**src/rtl/clock_pkg.sv**
```systemverilog
// rtl/clock_pkg.sv - shared constants and repeat-FSM state type for the clock front end
package clock_pkg;

    localparam int DEBOUNCE_50M      = 1_000_000;
    localparam int REPEAT_DELAY_50M  = 25_000_000;
    localparam int REPEAT_PERIOD_50M = 5_000_000;

    typedef enum logic [1:0] {
        IDLE,
        DELAY,
        REPEAT,
        LOCK
    } rpt_state_t;

    // Counter width able to hold n-1, never narrower than one bit.
    function automatic int cnt_width(input int n);
        return (n > 1) ? $clog2(n) : 1;
    endfunction

endpackage

```
**src/rtl/key_debounce.sv**
```systemverilog
// rtl/key_debounce.sv - 2-FF sync, polarity normalise, debounce counter and press pulse
module key_debounce
    import clock_pkg::*;
#(
    parameter int DEBOUNCE_CYCLES = DEBOUNCE_50M,
    parameter bit ACTIVE_LOW      = 1'b1
) (
    input  logic clk,
    input  logic rst_n,
    input  logic key_raw,
    output logic stable,
    output logic press
);

    localparam int             CW       = cnt_width(DEBOUNCE_CYCLES);
    localparam logic [CW-1:0]  CNT_MAX  = CW'(DEBOUNCE_CYCLES - 1);
    localparam logic           IDLE_LVL = ACTIVE_LOW;

    logic          meta_q, sync_q;
    logic          stable_q, stable_d;
    logic          stable_prev_q;
    logic          press_q, press_d;
    logic [CW-1:0] cnt_q, cnt_d;
    logic          pressed;

    assign pressed = sync_q ^ ACTIVE_LOW;

    always_comb begin
        stable_d = stable_q;
        cnt_d    = cnt_q;
        if (pressed == stable_q) begin
            cnt_d = '0;
        end else if (cnt_q == CNT_MAX) begin
            stable_d = pressed;
            cnt_d    = '0;
        end else begin
            cnt_d = cnt_q + CW'(1);
        end
        press_d = stable_q & ~stable_prev_q;
    end

    always_ff @(posedge clk or negedge rst_n) begin
        if (!rst_n) begin
            meta_q        <= IDLE_LVL;
            sync_q        <= IDLE_LVL;
            stable_q      <= 1'b0;
            stable_prev_q <= 1'b0;
            press_q       <= 1'b0;
            cnt_q         <= '0;
        end else begin
            meta_q        <= key_raw;
            sync_q        <= meta_q;
            stable_q      <= stable_d;
            stable_prev_q <= stable_q;
            press_q       <= press_d;
            cnt_q         <= cnt_d;
        end
    end

    assign stable = stable_q;
    assign press  = press_q;

endmodule

```
**src/rtl/button_conditioner.sv**
```systemverilog
// rtl/button_conditioner.sv - MODE/UP/DOWN conditioning with UP/DOWN auto-repeat and conflict lock
module button_conditioner
    import clock_pkg::*;
#(
    parameter int DEBOUNCE_CYCLES = DEBOUNCE_50M,
    parameter int REPEAT_DELAY    = REPEAT_DELAY_50M,
    parameter int REPEAT_PERIOD   = REPEAT_PERIOD_50M,
    parameter bit ACTIVE_LOW      = 1'b1
) (
    input  logic clk,
    input  logic rst_n,
    input  logic key_mode,
    input  logic key_up,
    input  logic key_down,
    output logic button_mode,
    output logic button_up,
    output logic button_down
);

    localparam int            TW         = cnt_width((REPEAT_DELAY > REPEAT_PERIOD) ? REPEAT_DELAY : REPEAT_PERIOD);
    localparam logic [TW-1:0] DELAY_MAX  = TW'(REPEAT_DELAY - 1);
    localparam logic [TW-1:0] PERIOD_MAX = TW'(REPEAT_PERIOD - 1);

    logic       mode_stable;
    logic       mode_press;
    logic [1:0] stable;
    logic [1:0] press;
    logic [1:0] rpt;
    logic [1:0] fire;
    logic       conflict;

    rpt_state_t    state_q [2];
    rpt_state_t    state_d [2];
    logic [TW-1:0] timer_q [2];
    logic [TW-1:0] timer_d [2];

    key_debounce #(.DEBOUNCE_CYCLES(DEBOUNCE_CYCLES), .ACTIVE_LOW(ACTIVE_LOW)) u_mode (
        .clk(clk), .rst_n(rst_n), .key_raw(key_mode), .stable(mode_stable), .press(mode_press)
    );

    key_debounce #(.DEBOUNCE_CYCLES(DEBOUNCE_CYCLES), .ACTIVE_LOW(ACTIVE_LOW)) u_up (
        .clk(clk), .rst_n(rst_n), .key_raw(key_up), .stable(stable[0]), .press(press[0])
    );

    key_debounce #(.DEBOUNCE_CYCLES(DEBOUNCE_CYCLES), .ACTIVE_LOW(ACTIVE_LOW)) u_down (
        .clk(clk), .rst_n(rst_n), .key_raw(key_down), .stable(stable[1]), .press(press[1])
    );

    assign conflict = stable[0] & stable[1];

    // Index 0 is UP, index 1 is DOWN; a held conflict parks both channels in LOCK.
    always_comb begin
        for (int i = 0; i < 2; i++) begin
            state_d[i] = state_q[i];
            timer_d[i] = timer_q[i];
            rpt[i]     = 1'b0;
            if (conflict) begin
                state_d[i] = LOCK;
                timer_d[i] = '0;
            end else begin
                case (state_q[i])
                    IDLE: begin
                        if (press[i]) begin
                            state_d[i] = DELAY;
                            timer_d[i] = '0;
                        end
                    end
                    DELAY: begin
                        if (!stable[i]) begin
                            state_d[i] = IDLE;
                        end else if (timer_q[i] == DELAY_MAX) begin
                            rpt[i]     = 1'b1;
                            state_d[i] = REPEAT;
                            timer_d[i] = '0;
                        end else begin
                            timer_d[i] = timer_q[i] + TW'(1);
                        end
                    end
                    REPEAT: begin
                        if (!stable[i]) begin
                            state_d[i] = IDLE;
                        end else if (timer_q[i] == PERIOD_MAX) begin
                            rpt[i]     = 1'b1;
                            timer_d[i] = '0;
                        end else begin
                            timer_d[i] = timer_q[i] + TW'(1);
                        end
                    end
                    default: begin
                        if (!stable[i]) begin
                            state_d[i] = IDLE;
                        end
                    end
                endcase
            end
            fire[i] = ~conflict & (rpt[i] | (press[i] & (state_q[i] == IDLE)));
        end
    end

    always_ff @(posedge clk or negedge rst_n) begin
        if (!rst_n) begin
            for (int i = 0; i < 2; i++) begin
                state_q[i] <= IDLE;
                timer_q[i] <= '0;
            end
        end else begin
            for (int i = 0; i < 2; i++) begin
                state_q[i] <= state_d[i];
                timer_q[i] <= timer_d[i];
            end
        end
    end

    assign button_mode = mode_press;
    assign button_up   = fire[0];
    assign button_down = fire[1];

endmodule

```
**config.mk**
```make
export PLATFORM = sky130hd
export DESIGN_NAME = button_conditioner
export DESIGN_NICKNAME = d
export VERILOG_FILES = /design/src/rtl/clock_pkg.sv /design/src/rtl/key_debounce.sv /design/src/rtl/button_conditioner.sv
export SDC_FILE = /design/constraint.sdc
export NUM_CORES = 1
export LEC_CHECK = 0
export ABC_AREA = 1
export ABC_CLOCK_PERIOD_IN_PS = 2500
export CAP_MARGIN = 5
export CORE_UTILIZATION = 55
export CTS_CLUSTER_DIAMETER = 50
export CTS_CLUSTER_SIZE = 24
export DETAILED_ROUTE_END_ITERATION = 6
export DONT_BUFFER_PORTS = 1
export GPL_TIMING_DRIVEN = 0
export PLACE_DENSITY_LB_ADDON = 0.15
export SYNTH_ARGS = -nofsm -noshare
export SYNTH_HDL_FRONTEND = slang
export SYNTH_SLANG_ARGS = --single-unit
```
**constraint.sdc**
```tcl
create_clock -name clk -period 2.5 [get_ports clk]
set_clock_uncertainty 0.1 [all_clocks]
set_input_delay 0 -clock clk [delete_from_list [all_inputs] [get_ports clk]]
set_output_delay 0 -clock clk [all_outputs]
set_load 0.02 [all_outputs]
```
# Word-level counts from Yosys, hierarchy flattened
# Cells that the tools add are included.
# totals
ff_bits	129
inputBits	5
out_inout_bits	3
elab_cells	126
# op_classes
n_addsub	5
eq_ne	24
mux	44
bitwise_logic	20
reduce_logical	11
# ops
op	n
two-way mux 25 bit	12
one-hot mux 25 bit (3 select lines)	2
two-way mux 20 bit	6
adder 20 x 1 -> 20 bit (second input constant)	3
equality test 20 bit (second input constant)	3
adder 25 x 1 -> 25 bit (second input constant)	2
equality test 25 x 23 -> 1 bit (second input constant)	2
equality test 25 bit (second input constant)	2
two-way mux 2 bit	10
inequality test 3 x 2 -> 1 bit (second input constant)	6
inequality test 4 bit (second input constant)	4
two-way mux 1 bit	10
inverter 1 bit	10
AND 1 bit	8
one-hot mux 2 bit (2 select lines)	2
AND reduction 4 bit	2
nonzero test 4 bit	2
AND reduction 2 bit	3
AND reduction 3 bit	2
equality test 2 x 1 -> 1 bit (second input constant)	2
equality test 2 bit (second input constant)	2
zero test 2 bit	2
one-hot mux 1 bit (2 select lines)	2
equality test 1 bit	3
bitwise OR 1 bit	2

# Depth between registers and ports, before layout
# depth
ltp_word	7
ltp_mapped	14
ltp_nobuf	13

# Cells and area by module
# A second synthesis with hierarchy kept.
# hier_totals
hier_cells	1071
area_unflattened_um2	8044.0
# by_module_without_submodules
module	instances	cells_each	area_per_inst_um2	seq_area_each_um2
button_conditioner	1	579	4007.6	1351.3
key_debounce at u_down ...	2	164	1348.8	628.1
key_debounce at u_up	1	164	1338.8	628.1

# Worst setup path before layout
# No wires, ideal clock.
# synth_timing
path_kind	reg2reg
start	register state_q[2] (netlist name)
end	register timer_q[28] (netlist name)
setup_ns	0.120
arrival_ns	1.507
required_time_ns	2.280
setup_slack_ns	0.773
path_stages_with_launch	12
path_buffers	2
synth_period_minus_slack_ns	1.727
path_cell_list	dfrtp_1 inv_1 ha_1 inv_1 nand3_1 nand3_2 buf_6 inv_2 buf_6 nand2_1 xor2_1 nor2_1
# synth_via
elab_chain_len	3
elab_cells_between_ends	10
classes_between	eq/ne (5); mux (2); reduce/logical (3)
# synth_rtl
item	line_no	rtl
start, declared	button_conditioner.sv:32	rpt_state_t state_q [2];
start signal, assigned by index	button_conditioner.sv:108	state_q[i] <= state_d[i];
equality test 2 x 1 -> 1 bit (tied with other cells)	button_conditioner.sv:61	case (state_q[i])
inequality test 3 x 2 -> 1 bit (no line) (tied with other cells)	--	
AND reduction 4 bit (no line) or two-way mux 25 bit (tied branches)	--	
end signal, assigned by index	button_conditioner.sv:109	timer_q[i] <= timer_d[i];
end, declared	button_conditioner.sv:34	logic [TW-1:0] timer_q [2];
# Several ways; a longest one is shown, not always the timed one.
# A chain may end at the register's enable or synchronous reset.

# Final worst setup path
# layout_timing
start	register timer_q[26] (netlist name)
end	output port button_up
# layout_via
elab_chain_len	7
elab_cells_between_ends	10
classes_between	eq/ne (2); mux (6); bitwise (2)
# layout_rtl
item	line_no	rtl
equality test 25 x 23 -> 1 bit or equality test 25 bit (tied branches)	button_conditioner.sv:82, button_conditioner.sv:71	
two-way mux 1 bit (on tied branches)	button_conditioner.sv:82, button_conditioner.sv:71	
two-way mux 1 bit (on tied branches)	button_conditioner.sv:80, button_conditioner.sv:69	
one-hot mux 1 bit (2 select lines) (*)	button_conditioner.sv:61	
two-way mux 1 bit (*)	button_conditioner.sv:57	if (conflict) begin
bitwise OR 1 bit (*)	button_conditioner.sv:96	fire[i] = ~conflict & (rpt[i] | (press[i] & (state_q[i] == IDLE)));
AND 1 bit (*)	button_conditioner.sv:96	
end, declared	button_conditioner.sv:16	output logic button_up,
# Mark *: on every way between the ends. The rest lies on a longest branch, timed or not.

==> impl_summary.txt <==
----------------------------------------------------
[Floorplanning]
  Area enclosed by the die boundary ... roughly 14000 um2
  Placement row count ... 41
  Die width ... roughly 120 um
  Core ar. ... 12700 um2
  Top Ports ... 8
  Die span in y ... about 120 um
  Initial Util ... about 57%

[Clock tree]
  Inserted Clock Buffers ... 17
  Post-CTS setup-driven buffer insertion count ... 0
  Hold-fix buffer count after cts ... 5
  TritonCTS clock tree ... done
  Clock root buffer ... sky130_fd_sc_hd__clkbuf_16
  Clock sink count ... 129
  Maximum clock path buffer count ... 2
  Post-cts gate resize count ... 0
  H-tree Lvls ... 4
  Worst-Skew Late Latency ... between 400 and 500 ps
  Clock transition at the registers of the reported paths ... 60 ps

[Finish]
  Synth-to-layout area growth ... 12.5%
  Share of layout cells above drive strength 1 ... under 10%
  Final std cell area, no fill ... approximately 8000 um2
  Net count, final ... roughly 1000
  Number of inserted diodes ... 0

[Timing]
  Portion of the clock cycle consumed by the worst path in the final layout ... approximately 90%
  Final Hold Slack ... -824 ps
  Slew at the pin closest to its max-slew limit ... 501 ps
  Maximum clock rate ... roughly 0.44 GHz
  Minimum period implied by the final worst setup slack ... about 2300 ps
  Count of endpoints failing setup in the final report ... 0
  Worst slew margin relative to its limit ... about 67%
  Number of endpoints with negative hold slack in the final report ... ~130
  Final total negative setup slack ... 0 ps
  Max-slew violations ... 0
  Unrepaired setup endpoints after global routing ... false

[Setup path]
  Reg-to-Reg Start ... state_q[3]
  Crit. End Element ... primary output
  Data required time of the critical path ... ~2400 ps
  Crit Path Category ... reg2out
  Setup crit start kind ... flip-flop
  Setup slack of the worst register-to-register path ... 450 ps
  Arrival time at the worst endpoint ... around 2200 ps
  Crit Path Max Fanout ... 3
  Critical Path Start ... timer_q[26]

[Power and ir drop]
  Power per cell area ... 594 nW/um2
  Combinational group share of total power ... around 1.1%
  Power share of the clock group ... 55.1%
  Net switching power ... approximately 0.001 W
  Power Internal ... between 0.003 and 0.004 W
  Register share of total power ... a little over two fifths
  Sw Share ... between 20 and 25%
  Static leakage power ... about 3.6 nW
  Largest voltage drop on the vdd net ... around 0.00062 V

[Placed design]
  Gpl congestion ... between 0.9 and 1
  Detailed placement HPWL ... 10100 um
  Instance area at placement ... about 7500 um2
  Input/output buffers ... 0

[Global route]
  Pin count of the biggest net entering global routing ... 130
  GRT Total Usage ... between 20% and 30%
  Vias in the first global route ... between 5000 and 6000
  Wire length of the first global-routing pass ... around 24000 um
  Antenna violations before repair ... 0
  GRT Residual Overflow ... 0

[Routing]
  Post-detailed-route wirelength per cell ... around 12 um
  First-pass detailed-route iteration total ... 5
  Post-DRT Antenna Nets ... 0
  Total DRC errors in the routed layout ... 0
  Total number of vias ... between 5000 and 6000
  Average vias per placed instance ... between 5 and 6
  DRC violation total after the first TritonRoute iteration ... approximately 350
  Aggregate routed wire length ... approximately 14000 um

[Run status]
  Run status ... complete, but fails checks
  Failing checks ... negative hold slack

[Yosys]
  Post-Synthesis Cells ... 939
  Combined area of all synthesized cells ... just over 7000 um2
  Distinct cells, synth ... 40
  Cell taking the most area after synthesis ... sky130_fd_sc_hd__dfrtp_1
  Number of synthesized register bits ... about 130
  Leading post-synthesis cells by cell area ... sky130_fd_sc_hd__dfrtp_1 42%, sky130_fd_sc_hd__nor2_1 9.4%, sky130_fd_sc_hd__nand2_1 8.8%, sky130_fd_sc_hd__inv_1 6.8%, sky130_fd_sc_hd__nand3_1 5.2%
  Proportion of synthesized chip area in sequential cells ... between 40% and 50%
  Share of synthesized flip-flops with an asynchronous set or reset ... between 90% and 100%
  Most used DFF post-synth ... sky130_fd_sc_hd__dfrtp_1
  Net Count, Synth ... approximately 960
  Warning count from the yosys run ... 0
  Area share of the leading cell type in the synthesized netlist ... 42.5%
  Average footprint of a synthesized cell ... 7.72 um2
  Number of synthesized flops with an enable pin ... 0

[Min path]
  Kind of path behind the tightest hold check ... in2async

[Run]
  Maximum Capacitance Violations ... 0

----------------------------------------------------
flip-flops by register name, indices dropped and copies added, names as in the netlist, 4 cells and up:
| name | count |
|---|---|
| timer_q | 50 |
| u_down.cnt_q | 20 |
| u_mode.cnt_q | 20 |
| u_up.cnt_q | 20 |
| state_q | 4 |
layout by cell type, fill, tap and decap left out, types with 5 or more instances in the layout:
master	synthesis	layout
sky130_fd_sc_hd__dfstp_2	6	6
sky130_fd_sc_hd__nand4_1	30	30
sky130_fd_sc_hd__nor3b_1	9	9
sky130_fd_sc_hd__nor4_1	10	10
sky130_fd_sc_hd__a21oi_1	20	20
sky130_fd_sc_hd__inv_6	1	6
sky130_fd_sc_hd__inv_2	7	7
sky130_fd_sc_hd__nor2_2	8	8
sky130_fd_sc_hd__clkbuf_16	0	17
sky130_fd_sc_hd__o21ai_0	29	29
sky130_fd_sc_hd__nand3_1	76	76
sky130_fd_sc_hd__nor2_1	182	182
sky130_fd_sc_hd__dfrtp_1	123	123
sky130_fd_sc_hd__nand2_2	5	5
sky130_fd_sc_hd__nor3_1	28	28
sky130_fd_sc_hd__inv_1	132	132
sky130_fd_sc_hd__ha_1	11	11
sky130_fd_sc_hd__buf_6	8	8
sky130_fd_sc_hd__dlygate4sd3_1	0	5
sky130_fd_sc_hd__xnor2_1	12	12
sky130_fd_sc_hd__nor2_4	7	7
sky130_fd_sc_hd__xor2_1	35	35
sky130_fd_sc_hd__nand2_1	169	169
cells in the mapped netlist, drive strengths merged, types with 2 or more instances:
master / count
nand4: 30
nand3b: 3
o21a: 2
nor4: 10
nand3: 80
inv: 141
buf: 11
nor3b: 9
a21oi: 21
xor2: 35
dfstp: 6
xnor2: 12
nor2: 197
ha: 11
nand2: 177
dfrtp: 123
o21ai: 32
nor3: 32
metal layers:
metal / global-route usage, % / routed length [um] / vias to the layer above
met1: 31.0 / 7250 / 2724
met5: 0 / 0 / -
li1: - / - / 3031
met4: 7.43 / 156 / 0
met2: 35.9 / 6400 / 85
met3: 5.72 / 456 / 17
per-stage QoR:
step	util [%]	total power, W	hold WS (ps)	setup WS, ps	cells
global placement	58.7	0.00220	-392	449	1111
global route	64.1	0.00501	-846	145	1148
floorplan	-	0.00219	-396	773	939
finish	64.1	0.00484	-824	245	1148
CTS	64.1	0.00490	-844	227	1148
detailed placement	58.7	0.00221	-392	422	1111
worst paths after layout:
| check | endpoint | depth (start not counted) |
|---|---|---|
| worst max register to register | timer_q[48] | 12 |
| worst min register to register | u_mode.sync_q | 0 |
| max in group asynchronous | u_mode.sync_q | 0 |
| worst min-delay path | timer_q[45] | 0 |
| worst max-delay path | button_up | 7 |
| min in group clk | u_mode.meta_q | 1 |
kinds of logic (layout without fill, tap and decap cells):
group | after synthesis | after routing | share of synthesized area (%)
adders and majority gates | 11 | 11 | 1.90
AOI/OAI and AO/OA | 60 | 60 | 4.56
and+or+nand+nor | 539 | 539 | 34.1
buffers and inverters | 152 | 189 | 8.96
xor gates and xnor gates | 47 | 47 | 5.68
DFF | 129 | 129 | 44.6
muxes | 1 | 1 | 0.138
cell type report:
class / count / area (um2)
buffer: 11 / 108
clock buffer: 18 / 439
clock inverter: 14 / 201
fill: 1211 / 4570
inverter: 141 / 542
multi-input combinational: 658 / 3360
sequential: 129 / 3240
tap: 172 / 215
timing repair buffer: 5 / 50.0
critical path: stages (launching register included):
cell                      delay, ps
sky130_fd_sc_hd__dfrtp_1        370
sky130_fd_sc_hd__ha_1           180
sky130_fd_sc_hd__nand3_1        130
sky130_fd_sc_hd__nor2_1         240
sky130_fd_sc_hd__nand4_1        150
sky130_fd_sc_hd__nand2_1        150
sky130_fd_sc_hd__nand4_1        100
sky130_fd_sc_hd__a21oi_1        420
power by group through the flow:
stage          clock network (W)  logic [W]  registers (W)
6_report                 0.00267  0.0000529        0.00212
5_1_grt                  0.00283  0.0000607        0.00212
4_1_cts                  0.00273  0.0000542        0.00212
3_5_place_dp                   0  0.0000479        0.00216
3_3_place_gp                   0  0.0000471        0.00216
2_1_floorplan                  0  0.0000372        0.00216
Power figures use the tool's default switching activity.
